--- src/rtl/bram_lsu_port_if.sv ---
// Purpose: bundles the core request/response handshake, the BRAM port-A
// signals and the perf counters of the load/store port into one interface.
// Ports: req_* / rsp_* core handshake, mem_* BRAM port A, perf_* counters.
// Modports: slave = the LSU port itself, master = core plus BRAM side.
`timescale 1ns/1ps
interface bram_lsu_port_if #(
  parameter int ADDR_W = 32
);
  // core request
  logic              req_valid;
  logic              req_ready;
  logic              req_we;
  logic [ADDR_W-1:0] req_addr;
  logic [1:0]        req_size;
  logic              req_unsigned;
  logic [31:0]       req_wdata;
  // core response
  logic              rsp_valid;
  logic              rsp_ready;
  logic [31:0]       rsp_rdata;
  logic              rsp_err;
  // BRAM port A
  logic [3:0]        mem_wea;
  logic [ADDR_W-1:0] mem_addra;
  logic [31:0]       mem_dina;
  logic [31:0]       mem_douta;
  // counters
  logic [31:0]       perf_loads;
  logic [31:0]       perf_stores;
  logic [31:0]       perf_errs;

  modport slave (
    input  req_valid, req_we, req_addr, req_size, req_unsigned, req_wdata,
    input  rsp_ready, mem_douta,
    output req_ready, rsp_valid, rsp_rdata, rsp_err,
    output mem_wea, mem_addra, mem_dina,
    output perf_loads, perf_stores, perf_errs
  );

  modport master (
    output req_valid, req_we, req_addr, req_size, req_unsigned, req_wdata,
    output rsp_ready, mem_douta,
    input  req_ready, rsp_valid, rsp_rdata, rsp_err,
    input  mem_wea, mem_addra, mem_dina,
    input  perf_loads, perf_stores, perf_errs
  );
endinterface

--- src/rtl/bram_lsu_port.sv ---
// Purpose: load/store initiator driving byte-enabled BRAM port A from a core
//          request/response handshake; one access in flight, misaligned rejected.
// Latency: rsp_valid in cycle 1 (error), 2 (store), 3 (load) after accept;
//          backpressure: req_ready only in IDLE, response held until rsp_ready.
// Ports: clk, rst_n (sync active-low), bus (bram_lsu_port_if.slave).
// Optional: define LSU_PERF_EN to build saturating perf counters, else tied 0.
`timescale 1ns/1ps
module bram_lsu_port #(
  parameter int ADDR_W = 32,
  parameter int DATA_W = 32
) (
  input  logic                clk,
  input  logic                rst_n,
  bram_lsu_port_if.slave      bus
);

  generate
    if (DATA_W != 32) begin : g_bad_data_w
      $fatal(1, "bram_lsu_port: DATA_W must be 32");
    end
  endgenerate

  typedef enum logic [1:0] {
    ST_IDLE    = 2'd0,
    ST_ACCESS  = 2'd1,
    ST_CAPTURE = 2'd2,
    ST_RESP    = 2'd3
  } state_t;

  state_t            r_state;
  state_t            w_state_nxt;

  // captured request (only the low address bits are needed after accept,
  // the word address lives in r_mem_addra)
  logic [1:0]        r_addr_lo;
  logic [1:0]        r_size;
  logic              r_we;
  logic              r_uns;
  logic [31:0]       r_wdata;
  logic [31:0]       r_rdata;
  logic              r_err;
  logic [ADDR_W-1:0] r_mem_addra;

  logic              w_req_ready;
  logic              w_rsp_valid;
  logic              w_accept;
  logic              w_req_err;
  logic [3:0]        w_lane_we;
  logic [31:0]       w_wdata_rep;
  logic [3:0]        w_wea;
  logic [31:0]       w_dina;
  logic [7:0]        w_byte;
  logic [15:0]       w_half;
  logic [31:0]       w_load_ext;

  assign w_accept = bus.req_valid && w_req_ready;

  // size 11 is illegal; half must be 2-byte aligned, word 4-byte aligned
  always_comb begin
    w_req_err = 1'b0;
    case (bus.req_size)
      2'b00:   w_req_err = 1'b0;
      2'b01:   w_req_err = bus.req_addr[0];
      2'b10:   w_req_err = (bus.req_addr[1:0] != 2'b00);
      default: w_req_err = 1'b1;
    endcase
  end

  // ---------------- FSM: state register ----------------
  always_ff @(posedge clk) begin
    if (!rst_n) begin
      r_state <= ST_IDLE;
    end else begin
      r_state <= w_state_nxt;
    end
  end

  // ---------------- FSM: next state ----------------
  always_comb begin
    w_state_nxt = r_state;
    case (r_state)
      ST_IDLE: begin
        if (w_accept) begin
          w_state_nxt = w_req_err ? ST_RESP : ST_ACCESS;
        end
      end
      ST_ACCESS:  w_state_nxt = r_we ? ST_RESP : ST_CAPTURE;
      ST_CAPTURE: w_state_nxt = ST_RESP;
      ST_RESP: begin
        if (bus.rsp_ready) begin
          w_state_nxt = ST_IDLE;
        end
      end
      default:    w_state_nxt = ST_IDLE;
    endcase
  end

  // ---------------- FSM: outputs ----------------
  always_comb begin
    w_req_ready = 1'b0;
    w_rsp_valid = 1'b0;
    w_wea       = 4'b0000;
    w_dina      = 32'h0;
    case (r_state)
      ST_IDLE:   w_req_ready = 1'b1;
      ST_ACCESS: begin
        if (r_we) begin
          w_wea  = w_lane_we;
          w_dina = w_wdata_rep;
        end
      end
      ST_RESP:   w_rsp_valid = 1'b1;
      default:   ;
    endcase
    // reset arriving mid-ACCESS must not let the pending write reach the BRAM
    if (!rst_n) begin
      w_wea  = 4'b0000;
      w_dina = 32'h0;
    end
  end

  // store lane enables and replicated data
  always_comb begin
    w_lane_we   = 4'b1111;
    w_wdata_rep = r_wdata;
    case (r_size)
      2'b00: begin
        w_lane_we   = 4'b0001 << r_addr_lo;
        w_wdata_rep = {4{r_wdata[7:0]}};
      end
      2'b01: begin
        w_lane_we   = r_addr_lo[1] ? 4'b1100 : 4'b0011;
        w_wdata_rep = {2{r_wdata[15:0]}};
      end
      default: begin
        w_lane_we   = 4'b1111;
        w_wdata_rep = r_wdata;
      end
    endcase
  end

  // load lane extraction and sign/zero extension from the registered douta
  always_comb begin
    case (r_addr_lo)
      2'd0:    w_byte = bus.mem_douta[7:0];
      2'd1:    w_byte = bus.mem_douta[15:8];
      2'd2:    w_byte = bus.mem_douta[23:16];
      default: w_byte = bus.mem_douta[31:24];
    endcase
    w_half = r_addr_lo[1] ? bus.mem_douta[31:16] : bus.mem_douta[15:0];
    case (r_size)
      2'b00:   w_load_ext = {{24{~r_uns & w_byte[7]}}, w_byte};
      2'b01:   w_load_ext = {{16{~r_uns & w_half[15]}}, w_half};
      default: w_load_ext = bus.mem_douta;
    endcase
  end

  // ---------------- datapath registers ----------------
  always_ff @(posedge clk) begin
    if (!rst_n) begin
      r_addr_lo   <= 2'b00;
      r_size      <= 2'b00;
      r_we        <= 1'b0;
      r_uns       <= 1'b0;
      r_wdata     <= 32'h0;
      r_rdata     <= 32'h0;
      r_err       <= 1'b0;
      r_mem_addra <= '0;
    end else begin
      if (w_accept) begin
        r_addr_lo <= bus.req_addr[1:0];
        r_size    <= bus.req_size;
        r_we      <= bus.req_we;
        r_uns     <= bus.req_unsigned;
        r_wdata   <= bus.req_wdata;
        r_err     <= w_req_err;
        r_rdata   <= 32'h0;
        // addra is loaded at accept so it is already valid during ACCESS;
        // errored requests leave it untouched
        if (!w_req_err) begin
          r_mem_addra <= {bus.req_addr[ADDR_W-1:2], 2'b00};
        end
      end
      if (r_state == ST_CAPTURE) begin
        r_rdata <= w_load_ext;
      end
    end
  end

  assign bus.req_ready = w_req_ready;
  assign bus.rsp_valid = w_rsp_valid;
  assign bus.rsp_rdata = r_rdata;
  assign bus.rsp_err   = r_err;
  assign bus.mem_wea   = w_wea;
  assign bus.mem_dina  = w_dina;
  assign bus.mem_addra = r_mem_addra;

`ifdef LSU_PERF_EN
  logic [31:0] r_perf_loads;
  logic [31:0] r_perf_stores;
  logic [31:0] r_perf_errs;
  logic        w_rsp_hs;

  assign w_rsp_hs = (r_state == ST_RESP) && bus.rsp_ready;

  // counted at the response handshake; errors count only as errors
  always_ff @(posedge clk) begin
    if (!rst_n) begin
      r_perf_loads  <= 32'h0;
      r_perf_stores <= 32'h0;
      r_perf_errs   <= 32'h0;
    end else if (w_rsp_hs) begin
      if (r_err) begin
        if (r_perf_errs != 32'hFFFF_FFFF) r_perf_errs <= r_perf_errs + 32'd1;
      end else if (r_we) begin
        if (r_perf_stores != 32'hFFFF_FFFF) r_perf_stores <= r_perf_stores + 32'd1;
      end else begin
        if (r_perf_loads != 32'hFFFF_FFFF) r_perf_loads <= r_perf_loads + 32'd1;
      end
    end
  end

  assign bus.perf_loads  = r_perf_loads;
  assign bus.perf_stores = r_perf_stores;
  assign bus.perf_errs   = r_perf_errs;
`else
  assign bus.perf_loads  = 32'h0;
  assign bus.perf_stores = 32'h0;
  assign bus.perf_errs   = 32'h0;
`endif

endmodule
--- src/flat_wrapper.sv ---
// flat-port wrapper written by rule: the top's interface ports become plain ports
module bram_lsu_port_flat 
#(
  parameter int ADDR_W = 32,
  parameter int DATA_W = 32
)
  (clk, rst_n, bus_req_valid, bus_req_we, bus_req_addr, bus_req_size, bus_req_unsigned, bus_req_wdata, bus_rsp_ready, bus_mem_douta, bus_req_ready, bus_rsp_valid, bus_rsp_rdata, bus_rsp_err, bus_mem_wea, bus_mem_addra, bus_mem_dina, bus_perf_loads, bus_perf_stores, bus_perf_errs);
  bram_lsu_port_if #(.ADDR_W(ADDR_W)) bus_i ();
  input  logic clk;
  input  logic rst_n;
  input wire logic [$bits(bus_i.req_valid)-1:0] bus_req_valid;
  input wire logic [$bits(bus_i.req_we)-1:0] bus_req_we;
  input wire logic [$bits(bus_i.req_addr)-1:0] bus_req_addr;
  input wire logic [$bits(bus_i.req_size)-1:0] bus_req_size;
  input wire logic [$bits(bus_i.req_unsigned)-1:0] bus_req_unsigned;
  input wire logic [$bits(bus_i.req_wdata)-1:0] bus_req_wdata;
  input wire logic [$bits(bus_i.rsp_ready)-1:0] bus_rsp_ready;
  input wire logic [$bits(bus_i.mem_douta)-1:0] bus_mem_douta;
  output wire logic [$bits(bus_i.req_ready)-1:0] bus_req_ready;
  output wire logic [$bits(bus_i.rsp_valid)-1:0] bus_rsp_valid;
  output wire logic [$bits(bus_i.rsp_rdata)-1:0] bus_rsp_rdata;
  output wire logic [$bits(bus_i.rsp_err)-1:0] bus_rsp_err;
  output wire logic [$bits(bus_i.mem_wea)-1:0] bus_mem_wea;
  output wire logic [$bits(bus_i.mem_addra)-1:0] bus_mem_addra;
  output wire logic [$bits(bus_i.mem_dina)-1:0] bus_mem_dina;
  output wire logic [$bits(bus_i.perf_loads)-1:0] bus_perf_loads;
  output wire logic [$bits(bus_i.perf_stores)-1:0] bus_perf_stores;
  output wire logic [$bits(bus_i.perf_errs)-1:0] bus_perf_errs;
  assign bus_i.req_valid = bus_req_valid;
  assign bus_i.req_we = bus_req_we;
  assign bus_i.req_addr = bus_req_addr;
  assign bus_i.req_size = bus_req_size;
  assign bus_i.req_unsigned = bus_req_unsigned;
  assign bus_i.req_wdata = bus_req_wdata;
  assign bus_i.rsp_ready = bus_rsp_ready;
  assign bus_i.mem_douta = bus_mem_douta;
  assign bus_req_ready = bus_i.req_ready;
  assign bus_rsp_valid = bus_i.rsp_valid;
  assign bus_rsp_rdata = bus_i.rsp_rdata;
  assign bus_rsp_err = bus_i.rsp_err;
  assign bus_mem_wea = bus_i.mem_wea;
  assign bus_mem_addra = bus_i.mem_addra;
  assign bus_mem_dina = bus_i.mem_dina;
  assign bus_perf_loads = bus_i.perf_loads;
  assign bus_perf_stores = bus_i.perf_stores;
  assign bus_perf_errs = bus_i.perf_errs;
  bram_lsu_port #(.ADDR_W(ADDR_W), .DATA_W(DATA_W)) u_core (.clk(clk), .rst_n(rst_n), .bus(bus_i));
endmodule
--- config.mk ---
export PLATFORM = sky130hd
export DESIGN_NAME = bram_lsu_port_flat
export DESIGN_NICKNAME = d
export VERILOG_FILES = /design/src/rtl/bram_lsu_port_if.sv /design/src/rtl/bram_lsu_port.sv /design/src/flat_wrapper.sv
export SDC_FILE = /design/constraint.sdc
export NUM_CORES = 1
export LEC_CHECK = 0
export CAP_MARGIN = 20
export CELL_PAD_IN_SITES_DETAIL_PLACEMENT = 0
export CELL_PAD_IN_SITES_GLOBAL_PLACEMENT = 1
export CORE_MARGIN = 4
export CORE_UTILIZATION = 24
export DETAILED_ROUTE_END_ITERATION = 6
export PLACE_DENSITY = 0.88
export REMOVE_ABC_BUFFERS = 1
export SLEW_MARGIN = 0
export SYNTH_ARGS = -nofsm -noshare
export SYNTH_HDL_FRONTEND = slang
export SYNTH_SLANG_ARGS = --single-unit
--- constraint.sdc ---
create_clock -name clk -period 1.7 [get_ports clk]
set_input_delay 0.51 -clock clk [delete_from_list [all_inputs] [get_ports clk]]
set_output_delay 0.51 -clock clk [all_outputs]
set_load 0.005 [all_outputs]
==> flow_metrics.py <==
metrics = {
    "finish": {
        "fin_cells": 1260,
        "multi_input_area_um2": 3070,
        "final_common_cell": "sky130_fd_sc_hd__nand2_1",
        "post_route_cells_drive_above_1_share_pct": 28.2,
        "layout.nets": 1082,
        "ff_latch_area_um2": 2090,
        "most-common-layout-cells": "157 x sky130_fd_sc_hd__nand2_1, 98 x sky130_fd_sc_hd__conb_1, 97 x sky130_fd_sc_hd__clkdlybuf4s50_1",
        "final.fill_count": 2196,
        "syn2layout_area_growth_pct": 67.3,
    },
    "drt": {
        "first_pass_iteration_count_of_the_detailed_router": 4,
        "detailedRoute.firstIterationViolations": 159,
        "wl_per_cell_um": 16.4,
        "routed_wirelength_mm": 20.7,
        "drc_viols": 0,
        "dr_total_vias": 5459,
        "detail-route-antenna-nets": 0,
        "post_drt_via_cell_ratio": 4.33,
    },
    "worst_setup_path": {
        "crit_cells": 7,
        "largest_incremental_delay_on_the_critical_path_ps": 330,
        "crit_family": "buffers and inverters",
        "data_required_time_of_the_critical_path_ps": 1190,
        "worst_path_arrival_ps": 1610,
        "worstReg2RegStart": "u_core.r_state[0]",
        "worstReg2RegEnd": "u_core.bus.rsp_rdata[30]",
        "critical_path.max_fanout": 4,
        "crit_slowest_cell": "sky130_fd_sc_hd__dfxtp_2",
        "cp-end-kind": "primary output",
        "worst-path-buf-inv": 4,
        "worstSetupPathType": "reg -> out",
        "worst_setup_endpoint": "bus_mem_dina[15]",
        "startpoint_type": "flip-flop",
        "cp_cell_sequence": "inv_2, ha_4, nand3_4, clkbuf_16, buf_8, a21oi_2, buf_2",
        "reg2reg_depth": 9,
        "startpoint": "u_core.r_state[1]",
        "ff2ff_setup_slack_ps": 30,
    },
    "global_routing": {
        "first_global_vias": 5295,
        "wire_length_of_the_first_global_routing_pass_mm": 28.8,
        "largest_net_degree_at_the_start_of_global_routing": 72,
        "grtUsageTotal_pct": 14.7,
        "grt_antenna_before_repair": 1,
        "globalRouteOverflowTotal": 0,
    },
    "timing": {
        "rsz0062_at_grt": "yes",
        "setup_viol": 38,
        "fin_skew_ps": 15.4,
        "fin_crit_ps": 2120,
        "final.period_utilization_pct": 125,
        "timing.fmax_mhz": 472,
        "timing.final.ws_setup_ps": -417,
        "final-max-slew-violation-count": 0,
        "finalHoldViolCount": 0,
    },
    "placement": {
        "gp_congestion": 0.768,
        "numPortBuffers": 204,
        "post-dp-hpwl_mm": 14.0,
        "dpl.cell_count": 1195,
    },
    "cts": {
        "clock_path_buffers": 2,
        "clkSinkCount": 103,
        "path_clk_slew_ps": 70,
        "clock_insertion_delay_worst_skew_ps": 350,
        "cts_inserted_buffers": 9,
        "cts_root_buf": "sky130_fd_sc_hd__clkbuf_16",
        "h-tree-depth": 3,
        "cts_tree": "built",
    },
    "job": {
        "max-cap-violations": 0,
    },
    "yosys": {
        "synth_async_sr_flop_share_pct": 0,
        "yosysUniqueCellTypes": 41,
        "syn_inst": 688,
        "netlist_area_um2": 5370,
        "synth_enable_flop_cells": 0,
        "synth_flop_cell": "sky130_fd_sc_hd__dfxtp_1",
        "ys_ff_latch": 103,
        "yosysWarnings": 0,
        "synthesis.area_per_instance_um2": 7.81,
        "synth_seq_area_share_pct": 38.4,
    },
    "power": {
        "leakagePower_nw": 4.00,
        "total_power_mw": 9.44,
        "power.ir.vdd_worst_mv": 0.449,
        "power_per_cell_area_nw_per_um2": 1050,
    },
    "floorplan": {
        "floorplan.rows": 54,
        "dieWidth_um": 158,
        "initial_utilization_pct": 24.5,
        "die_footprint_um2": 24800,
        "design.portCount": 303,
        "total_core_area_um2": 21900,
        "die_extent_in_y_um": 158,
    },
    "run_status": {
        "violations": "setup timing",
        "run_status": "finished with violations",
    },
    "worst_hold_path": {
        "hold_class": "reg -> reg",
    },
}
==> cell type report <==
| class | count | area share (%) |
|---|---|---|
| diodes | 1 | 0.0278 |
| clock buffers | 10 | 2.55 |
| clock inverters | 6 | 0.571 |
| inverters | 14 | 0.612 |
| multi-input cells | 525 | 34.2 |
| flip-flops and latches | 103 | 23.3 |
| well taps | 280 | 3.90 |
| repair buffers | 321 | 34.9 |
==> where the power goes <==
part | total [mW] | switching (mW) | leakage [nW] | internal [mW]
Clock | 2.03 | 1.01 | 0.139 | 1.02
Sequential | 3.11 | 0.261 | 0.849 | 2.85
Combinational | 4.30 | 2.09 | 3.01 | 2.21
Total | 9.44 | 3.36 | 4.00 | 6.08
==> tightest hold or removal path, cell delays in order (launching register included) <==
cell and delay, ps:
sky130_fd_sc_hd__dfxtp_1 310, sky130_fd_sc_hd__nand2_1 50, sky130_fd_sc_hd__o21ai_1 50
==> timing repair <==
| item | in CTS | in global routing |
|---|---|---|
| gates resized for setup | 321 | 72 |
| endpoints found under the setup margin | 141 | 100 |
| cloned | 2 | 7 |
| setup buffers | 30 | 14 |
| pin swaps | 33 | 30 |
| hold buffers | 0 | 0 |
==> registers in the layout (all words and copies together), names as in the netlist <==
name / flops
u_core.bus.rsp_err: 1
u_core.r_wdata: 32
u_core.bus.mem_addra: 30
u_core.r_we: 1
u_core.r_state: 2
u_core.r_uns: 1
u_core.r_addr_lo: 2
u_core.bus.rsp_rdata: 32
u_core.r_size: 2
==> per-layer routing <==
layer	up-vias	wire, um	track usage (%)
li1	2670	-	-
met1	2513	8020	17.0
met2	250	10500	26.8
met3	24	1840	4.67
met4	2	328	2.79
met5	-	8	0
==> cells by family after synthesis <==
| kind of cell | count (synthesis) | synth area share [%] |
|---|---|---|
| and+or+nand+nor | 230 | 18.1 |
| AOI/OAI and AO/OA | 167 | 19.1 |
| buffers and inverters | 157 | 18.2 |
| DFF | 103 | 38.4 |
| muxes | 26 | 5.22 |
| adders and majority gates | 4 | 0.932 |
| other | 1 | 0.0698 |
==> how the worst min path moves through the flow <==
stage | from | endpoint | slack, ps | depth (start not counted)
after floorplan | u_core.r_wdata[16] | u_core.r_wdata[16] | 440 | 2
after global placement | u_core.bus.rsp_rdata[2] | u_core.bus.rsp_rdata[2] | 440 | 2
after global routing | u_core.bus.mem_addra[27] | u_core.bus.mem_addra[27] | 470 | 2
final | u_core.bus.rsp_rdata[5] | u_core.bus.rsp_rdata[5] | 450 | 2
after detailed placement | u_core.bus.mem_addra[14] | u_core.bus.mem_addra[14] | 450 | 2
after CTS | u_core.bus.mem_addra[14] | u_core.bus.mem_addra[14] | 450 | 2
==> synthesized netlist by cell type (11+ instances only) <==
cell | count | share of area [%]
sky130_fd_sc_hd__nand2_1 | 162 | 11
sky130_fd_sc_hd__a21oi_1 | 106 | 9.9
sky130_fd_sc_hd__dfxtp_1 | 103 | 38
sky130_fd_sc_hd__buf_4 | 99 | 14
sky130_fd_sc_hd__clkbuf_1 | 34 | 2.4
sky130_fd_sc_hd__nor2_1 | 27 | 1.9
sky130_fd_sc_hd__a22o_1 | 24 | 3.9
sky130_fd_sc_hd__o21ai_1 | 18 | 1.7
sky130_fd_sc_hd__nand2b_1 | 17 | 2.0
sky130_fd_sc_hd__mux2i_1 | 16 | 3.0
sky130_fd_sc_hd__inv_1 | 12 | 0.84
sky130_fd_sc_hd__and2_1 | 11 | 1.3
==> per-stage QoR <==
stage	TNS (ps)	worst slack (ps)	hold WS (ps)	util, %	area [um2]
finish	-12980	-417	447	41.1	8990
global route	-16670	-489	470	41.0	8990
CTS	-15090	-464	453	38.8	8500
detailed placement	-81190	-976	446	35.8	7840
global placement	-82210	-981	440	35.8	7840
floorplan	-98290	-1590	436	-	4810
(Power assumes the default switching activity.)
==> variant, RTL diff (same settings) <==
Encoding of `state_t`: now one-hot (4 bits for 4 states).
--- a/src/rtl/bram_lsu_port.sv
+++ b/src/rtl/bram_lsu_port.sv
@@ -22,7 +22,7 @@
 
-  typedef enum logic [1:0] {
-    ST_IDLE    = 2'd0,
-    ST_ACCESS  = 2'd1,
-    ST_CAPTURE = 2'd2,
-    ST_RESP    = 2'd3
+  typedef enum logic [3:0] {
+    ST_IDLE    = 4'b0001,
+    ST_ACCESS  = 4'b0010,
+    ST_CAPTURE = 4'b0100,
+    ST_RESP    = 4'b1000
   } state_t;
Function: no difference found for any inputs over 10 cycles, from zero or initial values and one cycle with rst_n low; not proved beyond that.
==> variant against the original RTL <==
The flow still finishes with violations (setup timing); largest cell class is now multi-input gates; final area about the same; wire length increased by 3.3%; non-clock buffer count decreased by 18; sequential cell count increased by 2; highest routed layer unchanged; synthesized area increased by 2.8%; setup slack got worse by 48 ps.
Power is not compared: it rests on default switching activity, and its combinational part moved more than twofold at a synthesized area within 25%.
==> variant: results (changes against the original RTL) <==
* Mux share of post-synthesis cell area at 10.3% (+5.1 points)
* Fin nets at 1037 (-4.2%)
* Wire length on met3 at 1780 um (-3.6%)
* HPWL after DPL at 14400 um (+2.6%)
* # setup viols final at 40 (+5.3%)
* Routability congestion estimate at 0.825 (+7.4%)
* Routed WL per cell at 17.5 um (+6.6%)
* Metal2 WL at 10600 um (+1.4%)
* Hold wc startpoint: u_core.bus.rsp_rdata[9]$_SDFFE_PN0P_
* Syn Area/Cell at 8.35 um^2 (+6.9%)
* Layout Cells excl Fill at 1222 (-3.0%)
* Critical Path AT at 1660 ps (+50 ps)
* IO Port Bufs at 204 (unchanged)
* GR Layer Usage met3 at 5.21% (+0.54 points)
* Synth Area in Adders at 0% (-0.93 points)
* Routed vias/inst at 4.46 (+2.9%)
* Final WS setup at -465 ps (-48.4 ps)
* Met1 usage at 17.3% (+0.29 points)
* Worst reg-to-reg setup slack at 10 ps (-20 ps)
* Antenna Cells at 0 (-1)
* GRT Util Overall at 15.0% (+0.28 points)
* Outcome: complete, but fails checks
* Worst reg2reg path depth at 7 (-2)
* Hold Path Stages at 1 (-1)
* Layout cells sized above 1 at 27.6% (-0.55 points)
* Clk_skew at 11.1 ps (-4.32 ps)
* Reg-to-reg endpoint: u_core.bus.rsp_rdata[31]$_SDFFE_PN0P_
* Critical path launch point: rst_n
* Synth area leaders: dfxtp_1 38%, buf_4 14%, mux2i_1 8.5%, nand2_1 7.2%, a21oi_1 6.7%
* Worst hold path endpoint: u_core.bus.rsp_rdata[9]$_SDFFE_PN0P_
* Drt pass-1 iters at 6 (+2)
* Failing checks: setup timing
* Synth Area in Compound Gates at 16.5% (-2.6 points)
* Asr flop ratio synth at 0% (unchanged)
* Critical path's slowest cell: dlygate4sd2_1
* Fillers at 2323 (+5.8%)
* First-pass GRT wire length at 30100 um (+4.5%)
* Number of global-route vias before repair at 5341 (+0.87%)
* Worst Path Max Fanout at 6 (+2)
* Largest net degree at the start of global routing at 34 (-53%)
* GR Layer Usage met2 at 26.2% (-0.56 points)
* Worst setup endpoint: bus_mem_dina[10]
* Met1 WL at 8560 um (+6.7%)
* Reg2reg start: u_core.r_state[0]$_SDFFE_PN1P_
* Hold_ws at 455 ps (+8.58 ps)
[variant: changes by cell type in the layout (fill, tap and decap cells not counted), moves of 22 or more]
| cell | before | now |
|---|---|---|
| a22o_1 | 24 | 0 |
| mux2i_1 | 15 | 46 |
| a21oi_1 | 83 | 53 |
| o2bb2ai_1 | 0 | 22 |
| nor2_1 | 11 | 45 |
| nand2_1 | 157 | 104 |
[variant: stage by stage]
step	total power, W	setup slack, ps	util, %	cell area, um^2	setup TNS [ps]
2_1_floorplan	0.00325	-1640	-	4930	-91250
3_3_place_gp	0.00400	-932	35.1	7960	-60830
3_5_place_dp	0.00401	-973	35.1	7960	-65890
4_1_cts	0.00614	-497	38.0	8590	-16510
5_1_grt	0.00655	-563	39.7	8980	-20740
6_report	0.00624	-465	39.7	8980	-12880
[variant: area by class of cell]
class,instances,area (um^2),share of cell area (%)
Clock buffer,9,225,2.51
Clock inverter,6,51.3,0.571
Inverter,8,30.0,0.334
Multi-Input combinational cell,506,3180,35.5
Sequential cell,105,2140,23.8
Tap cell,285,357,3.97
Timing Repair Buffer,303,2990,33.3
[variant: where the power goes]
part | internal [W] | switching [W] | leakage (nW)
sequential | 0.00257 | 0.0000770 | 0.866
clock | 0.00101 | 0.00105 | 0.138
combinational | 0.000765 | 0.000762 | 3.06
total | 0.00435 | 0.00189 | 4.06
[variant: cells by family (layout without fill, tap and decap cells)]
family,Yosys count,after routing
compound gates,143,143
buf+inv,148,326
flops,105,105
mux,55,55
other cells,1,98
simple gates,210,210
[variant: what timing repair did]
item | 4_1_cts | 5_1_grt
pin swaps | 26 | 18
setup buffers | 19 | 9
endpoints found under the hold margin | 0 | 0
cloned | 5 | 5
gates resized for setup | 319 | 67
endpoints found under the setup margin | 145 | 131
